[src/rtl/mips_ctrl_pkg.sv]
// Shared encodings for the multicycle MIPS32 control path: FSM states, opcodes and
// the select/operation codes seen by the ALU control and the datapath muxes.
package mips_ctrl_pkg;

    typedef enum logic [3:0] {
        S_IDLE,
        S_FETCH,
        S_DECODE,
        S_MEM_ADDR,
        S_MEM_RD,
        S_MEM_WB,
        S_MEM_WR,
        S_R_EXEC,
        S_R_WB,
        S_I_EXEC,
        S_I_WB,
        S_BRANCH,
        S_JUMP,
        S_TRAP
    } state_t;

    localparam logic [5:0] OP_RTYPE = 6'b000000;
    localparam logic [5:0] OP_LW    = 6'b100011;
    localparam logic [5:0] OP_SW    = 6'b101011;
    localparam logic [5:0] OP_ADDI  = 6'b001000;
    localparam logic [5:0] OP_BEQ   = 6'b000100;
    localparam logic [5:0] OP_J     = 6'b000010;

    localparam logic [1:0] ALUOP_ADD   = 2'b00;
    localparam logic [1:0] ALUOP_SUB   = 2'b01;
    localparam logic [1:0] ALUOP_FUNCT = 2'b10;

    localparam logic [1:0] ALUSRCB_REG     = 2'b00;
    localparam logic [1:0] ALUSRCB_FOUR    = 2'b01;
    localparam logic [1:0] ALUSRCB_IMM     = 2'b10;
    localparam logic [1:0] ALUSRCB_IMM_SH2 = 2'b11;

    localparam logic [1:0] PCSRC_ALU    = 2'b00;
    localparam logic [1:0] PCSRC_ALUOUT = 2'b01;
    localparam logic [1:0] PCSRC_JUMP   = 2'b10;

    // Next state after DECODE; unrecognised opcodes go to TRAP.
    function automatic state_t decode_next(input logic [5:0] op);
        state_t nxt;
        case (op)
            OP_RTYPE:     nxt = S_R_EXEC;
            OP_LW, OP_SW: nxt = S_MEM_ADDR;
            OP_ADDI:      nxt = S_I_EXEC;
            OP_BEQ:       nxt = S_BRANCH;
            OP_J:         nxt = S_JUMP;
            default:      nxt = S_TRAP;
        endcase
        return nxt;
    endfunction

endpackage

[src/rtl/mc_retire_cnt.sv]
// Retired-instruction counter: wraps modulo 2^CNT_W, cleared asynchronously by reset.
module mc_retire_cnt #(
    parameter int CNT_W = 32
) (
    input  logic             clk,
    input  logic             reset,
    input  logic             inc,
    output logic [CNT_W-1:0] count
);

    always_ff @(posedge clk or negedge reset) begin
        if (!reset) begin
            count <= '0;
        end else if (inc) begin
            count <= count + CNT_W'(1);
        end
    end

endmodule

[src/rtl/multicycle_ctrl_fsm.sv]
// Moore control unit sequencing the multicycle MIPS32 datapath; only the memory-handshake
// enables look at mem_ready combinationally, everything else decodes the state register.
module multicycle_ctrl_fsm
    import mips_ctrl_pkg::*;
#(
    parameter int CNT_W = 32
) (
    input  logic             clk,
    input  logic             reset,
    input  logic [5:0]       OpCode,
    input  logic             ZF,
    input  logic             mem_ready,
    output logic             PCWrite,
    output logic             PCWriteCond,
    output logic [1:0]       PCSrc,
    output logic             IorD,
    output logic             MemToRead,
    output logic             MemToWrite,
    output logic             IRWrite,
    output logic             RegDst,
    output logic             RegWrite,
    output logic             MemToReg,
    output logic             ALUSrcA,
    output logic [1:0]       ALUSrcB,
    output logic [1:0]       AluOp,
    output logic             instr_done,
    output logic             illegal_op,
    output logic [CNT_W-1:0] retired
);

    state_t state_reg;

    // ZF qualifies PCWriteCond inside the datapath, so the sequencer never needs it.
    logic unused_zf;
    assign unused_zf = ZF;

    always_ff @(posedge clk or negedge reset) begin
        if (!reset) begin
            state_reg <= S_IDLE;
        end else begin
            case (state_reg)
                S_IDLE:     state_reg <= S_FETCH;
                S_FETCH:    if (mem_ready) state_reg <= S_DECODE;
                S_DECODE:   state_reg <= decode_next(OpCode);
                S_MEM_ADDR: state_reg <= (OpCode == OP_SW) ? S_MEM_WR : S_MEM_RD;
                S_MEM_RD:   if (mem_ready) state_reg <= S_MEM_WB;
                S_MEM_WR:   if (mem_ready) state_reg <= S_FETCH;
                S_R_EXEC:   state_reg <= S_R_WB;
                S_I_EXEC:   state_reg <= S_I_WB;
                S_MEM_WB,
                S_R_WB,
                S_I_WB,
                S_BRANCH,
                S_JUMP:     state_reg <= S_FETCH;
                S_TRAP:     state_reg <= S_TRAP;
                default:    state_reg <= S_IDLE;
            endcase
        end
    end

    always_comb begin
        PCWrite     = 1'b0;
        PCWriteCond = 1'b0;
        PCSrc       = PCSRC_ALU;
        IorD        = 1'b0;
        MemToRead   = 1'b0;
        MemToWrite  = 1'b0;
        IRWrite     = 1'b0;
        RegDst      = 1'b0;
        RegWrite    = 1'b0;
        MemToReg    = 1'b0;
        ALUSrcA     = 1'b0;
        ALUSrcB     = ALUSRCB_REG;
        AluOp       = ALUOP_ADD;
        instr_done  = 1'b0;
        illegal_op  = 1'b0;
        case (state_reg)
            S_FETCH: begin
                MemToRead = 1'b1;
                ALUSrcB   = ALUSRCB_FOUR;
                PCSrc     = PCSRC_ALU;
                IRWrite   = mem_ready;
                PCWrite   = mem_ready;
            end
            S_DECODE: begin
                ALUSrcB = ALUSRCB_IMM_SH2;
            end
            S_MEM_ADDR, S_I_EXEC: begin
                ALUSrcA = 1'b1;
                ALUSrcB = ALUSRCB_IMM;
            end
            S_MEM_RD: begin
                MemToRead = 1'b1;
                IorD      = 1'b1;
            end
            S_MEM_WB: begin
                RegWrite   = 1'b1;
                MemToReg   = 1'b1;
                instr_done = 1'b1;
            end
            S_MEM_WR: begin
                // Strobe stays up through the stall; the store retires on the ready cycle.
                MemToWrite = 1'b1;
                IorD       = 1'b1;
                instr_done = mem_ready;
            end
            S_R_EXEC: begin
                ALUSrcA = 1'b1;
                ALUSrcB = ALUSRCB_REG;
                AluOp   = ALUOP_FUNCT;
            end
            S_R_WB: begin
                RegDst     = 1'b1;
                RegWrite   = 1'b1;
                instr_done = 1'b1;
            end
            S_I_WB: begin
                RegWrite   = 1'b1;
                instr_done = 1'b1;
            end
            S_BRANCH: begin
                ALUSrcA     = 1'b1;
                ALUSrcB     = ALUSRCB_REG;
                AluOp       = ALUOP_SUB;
                PCWriteCond = 1'b1;
                PCSrc       = PCSRC_ALUOUT;
                instr_done  = 1'b1;
            end
            S_JUMP: begin
                PCWrite    = 1'b1;
                PCSrc      = PCSRC_JUMP;
                instr_done = 1'b1;
            end
            S_TRAP: begin
                illegal_op = 1'b1;
            end
            default: begin
            end
        endcase
    end

    mc_retire_cnt #(
        .CNT_W(CNT_W)
    ) u_retire_cnt (
        .clk   (clk),
        .reset (reset),
        .inc   (instr_done),
        .count (retired)
    );

endmodule
[config.mk]
export PLATFORM = sky130hd
export DESIGN_NAME = multicycle_ctrl_fsm
export DESIGN_NICKNAME = d
export VERILOG_FILES = /design/src/rtl/mips_ctrl_pkg.sv /design/src/rtl/mc_retire_cnt.sv /design/src/rtl/multicycle_ctrl_fsm.sv
export SDC_FILE = /design/constraint.sdc
export NUM_CORES = 1
export LEC_CHECK = 0
export CORE_MARGIN = 2
export CORE_UTILIZATION = 49
export CTS_BUF_LIST = sky130_fd_sc_hd__clkbuf_8
export DETAILED_ROUTE_END_ITERATION = 12
export PLACE_DENSITY = 0.91
export SLEW_MARGIN = 20
export SYNTH_ARGS = -nofsm -noshare
export SYNTH_HDL_FRONTEND = slang
export SYNTH_SLANG_ARGS = --single-unit
[constraint.sdc]
create_clock -name clk -period 2.25 [get_ports clk]
set_input_delay 0.5625 -clock clk [delete_from_list [all_inputs] [get_ports clk]]
set_output_delay 0.5625 -clock clk [all_outputs]
set_load 0.03 [all_outputs]
==> flow_metrics.env, run 1 <==
export IMPL_worstHoldStart="u_retire_cnt.count[31]$_DFFE_PN0P_"
export IMPL_grt_pass1_wl_mm=7.79
export IMPL_syn_cell_area_um2=2050
export IMPL_whs_ps=479
export IMPL_start_util_pct=51.1
export IMPL_grt_max_degree=37
export IMPL_yosysTopAreaCell="dfrtp_1"
export IMPL_clock_fmax_mhz=454
export IMPL_dieArea_um2=4710
export IMPL_place_inst=314
export IMPL_ys_seq_area_share_pct=44.0
export IMPL_path_clk_slew_ps=70
export IMPL_worstMarginPinSlew_ps=451
export IMPL_synth_edff_count=0
export IMPL_hold_class="reg -> reg"
export IMPL_wl_per_cell_um=14.7
export IMPL_dieWidth_um=68.6
export IMPL_cts_tree="done"
export IMPL_syn_to_final_growth_pct=41.0
export IMPL_placementRows=23
export IMPL_cp_cell_sequence="buf_6 > a31o_4 > or2_1 > buf_4"
export IMPL_slowest_stage="dfrtp_2"
export IMPL_dp_hpwl_mm=3.59
export IMPL_largest_reg_flops=32
export IMPL_grt_total_usage_pct=22.1
export IMPL_port_buffers=58
export IMPL_ys_ff_latch=36
export IMPL_path_class="reg -> out"
export IMPL_pin_count=60
export IMPL_drt_pass1_iter_count=4
export IMPL_power_total_mw=2.64
export IMPL_drcViolationCount=0
export IMPL_syn_instance_count=199
export IMPL_worstPathRequired_ps=1690
export IMPL_yosys_warnings=0
export IMPL_drv_slew=0
export IMPL_htree_levels=2
export IMPL_synth_area_leaders="dfrtp_1, xnor2_1, xor2_1"
export IMPL_grt_overflow_total=0
export IMPL_setup_viol=0
export IMPL_power_density_nw_per_um2=914
export IMPL_finalHoldViolCount=0
export IMPL_antenna_cells=0
export IMPL_coreArea_um2=4000
export IMPL_critPathMaxFanout=14
export IMPL_grt_pass1_vias=1728
export IMPL_slew_limit_headroom_pct=70.0
export IMPL_n_fill_cell=307
export IMPL_finClkSkew_ps=3.67
export IMPL_ir_drop_mv=0.706
export IMPL_rsz0062_at_grt="true"
export IMPL_final_nets=285
export IMPL_drt_iter0_drc=67
export IMPL_critPathLaunchType="flop"
export IMPL_status="finished clean"
export IMPL_finalCriticalPeriod_ps=2200
export IMPL_p_leak_nw=1.28
export IMPL_cts_buffer_depth=2
export IMPL_gp_congestion=0.825
export IMPL_antenna_found_initial=0
export IMPL_synth_ff_type="dfrtp_1"
export IMPL_synth_avg_cell_area_um2=10.3
export IMPL_async_flop_share_pct=100
export IMPL_fin_crit_sh_pct=97.8
export IMPL_vias_per_cell=5.58
export IMPL_drv_cap=0
export IMPL_worstSkewPairLatency_ps=290
export IMPL_numCtsBuffers=5
export IMPL_stdcell_count=325
export IMPL_vias=1812
export IMPL_reg2reg_from="state_reg[1]$_DFFE_PN0P_"
export IMPL_wl_mm=4.79
export IMPL_postRouteAntennaNets=0
export IMPL_cts_root_buf="clkbuf_8"
export IMPL_cpPeakStageDelay_ps=480
export IMPL_synth_cell_types=48
export IMPL_crit_path_start="state_reg[1]$_DFFE_PN0P_"
export IMPL_yosys_area_top_type_share_pct=44.0
export IMPL_syn_num_nets=210
export IMPL_clock_sinks=36
export IMPL_critPathCaptureType="output port"
export IMPL_cp_arrival_ps=1640
export IMPL_final_layout_size_suffix_gt1_share_pct=21.8
export IMPL_chipHeight_um=68.6
[through the flow]
step | cell area (µm²) | utilization, % | setup WS, ps | TNS, ps
after floorplan | 2060 | - | 14.6 | 0
after global placement | 2750 | 68.8 | -45.5 | -161
after detailed placement | 2750 | 68.8 | -77.6 | -213
after CTS | 2850 | 71.3 | 2.31 | 0
after global routing | 2880 | 72.1 | -23.1 | -23.1
final | 2880 | 72.1 | 48.6 | 0
[timing repair]
item / 4_1_cts / 5_1_grt
hold buffers: 0 / 0
endpoints found under the setup margin: 12 / 3
pin swaps: 0 / 1
setup buffers: 1 / 2
cloned: 0 / 0
resized for setup: 14 / 8
[worst paths after layout]
check | to | slack (ps) | cells past startpoint
min reg2reg | u_retire_cnt.count[31]$_DFFE_PN0P_ | 480 | 1
max | instr_done | 50 | 4
max in group asynchronous | state_reg[2]$_DFFE_PN0P_ | 1220 | 2
min in group asynchronous | u_retire_cnt.count[20]$_DFFE_PN0P_ | 690 | 2
min | u_retire_cnt.count[31]$_DFFE_PN0P_ | 480 | 1
max reg2reg | u_retire_cnt.count[31]$_DFFE_PN0P_ | 340 | 7
[area by class of cell]
| class | count | area, µm² | share of cell area [%] |
|---|---|---|---|
| Clock buffer | 6 | 82.6 | 2.86 |
| Multi-Input combinational cell | 146 | 1090 | 37.7 |
| Sequential cell | 36 | 906 | 31.4 |
| Inverter | 8 | 30.0 | 1.04 |
| Timing Repair Buffer | 77 | 704 | 24.4 |
| Clock inverter | 2 | 11.3 | 0.390 |
| Tap cell | 50 | 62.6 | 2.17 |
[logic make-up after synthesis]
logic type | Yosys count | share of synthesized area, %
XOR/XNOR | 33 | 14.1
AO/OA/AOI/OAI | 25 | 9.54
adder cells (fa/ha/maj) | 1 | 0.612
AND/OR/NAND/NOR | 86 | 26.8
multiplexers | 1 | 0.550
flip-flops | 36 | 44.0
buffers and inverters | 17 | 4.28
[critical path: cells and delay by family (launching register included)]
kind | cells | cell delay, ps
compound gates | 1 | 240
buf+inv | 2 | 360
flops | 1 | 480
simple gates | 1 | 260
[per-layer routing]
layer,vias to the layer above,track usage [%],wire length (µm)
li1,862,-,-
met1,904,26.7,2010
met2,39,37.6,2580
met3,7,4.87,135
met4,0,10.0,72
met5,-,0,0
[power breakdown]
| part | switching [mW] | internal, mW | leakage [nW] |
|---|---|---|---|
| logic | 0.747 | 0.554 | 0.770 |
| registers | 0.131 | 0.730 | 0.462 |
| clock network | 0.229 | 0.244 | 0.0486 |
| total | 1.11 | 1.53 | 1.28 |
[layout by cell type (no fill, tap or decap), types with 3 or more instances in the layout]
master | netlist | routed
clkdlybuf4s50_1 | 0 | 39
dfrtp_1 | 36 | 32
buf_4 | 2 | 25
xnor2_1 | 24 | 24
nand2_1 | 16 | 16
nor2_1 | 12 | 11
nand4_1 | 10 | 10
inv_1 | 8 | 9
nor3_1 | 11 | 9
xor2_1 | 9 | 9
dlygate4sd2_1 | 0 | 9
nand3_1 | 8 | 8
clkbuf_8 | 0 | 6
nand2b_1 | 5 | 5
o21ai_0 | 4 | 4
and3_1 | 4 | 4
dfrtp_2 | 0 | 4
nor4_1 | 3 | 3
a31oi_1 | 3 | 3
[cell usage after synthesis (3+ instances only)]
library cell and number:
nand4_1 10, nand2b_1 5, xnor2_1 24, nor3_1 11, clkbuf_1 4, nor2_1 12
nand2_1 16, xor2_1 9, and3_1 4, nor4_1 3, o21ai_0 4, inv_1 8
nand3_1 8, dfrtp_1 36, a31oi_1 3
Note: power is estimated with default switching activity, not from simulation.
==> run 2, diff against run 1 <==
--- a/config.mk
+++ b/config.mk
@@ -8,6 +8,7 @@
 export CORE_MARGIN = 2
 export CORE_UTILIZATION = 49
 export CTS_BUF_LIST = sky130_fd_sc_hd__clkbuf_8
+export CTS_CLUSTER_SIZE = 16
 export DETAILED_ROUTE_END_ITERATION = 12
 export PLACE_DENSITY = 0.91
 export SLEW_MARGIN = 20
==> results of run 2 <==
The final DEF is identical to that of run 1; final timing and power are the same.
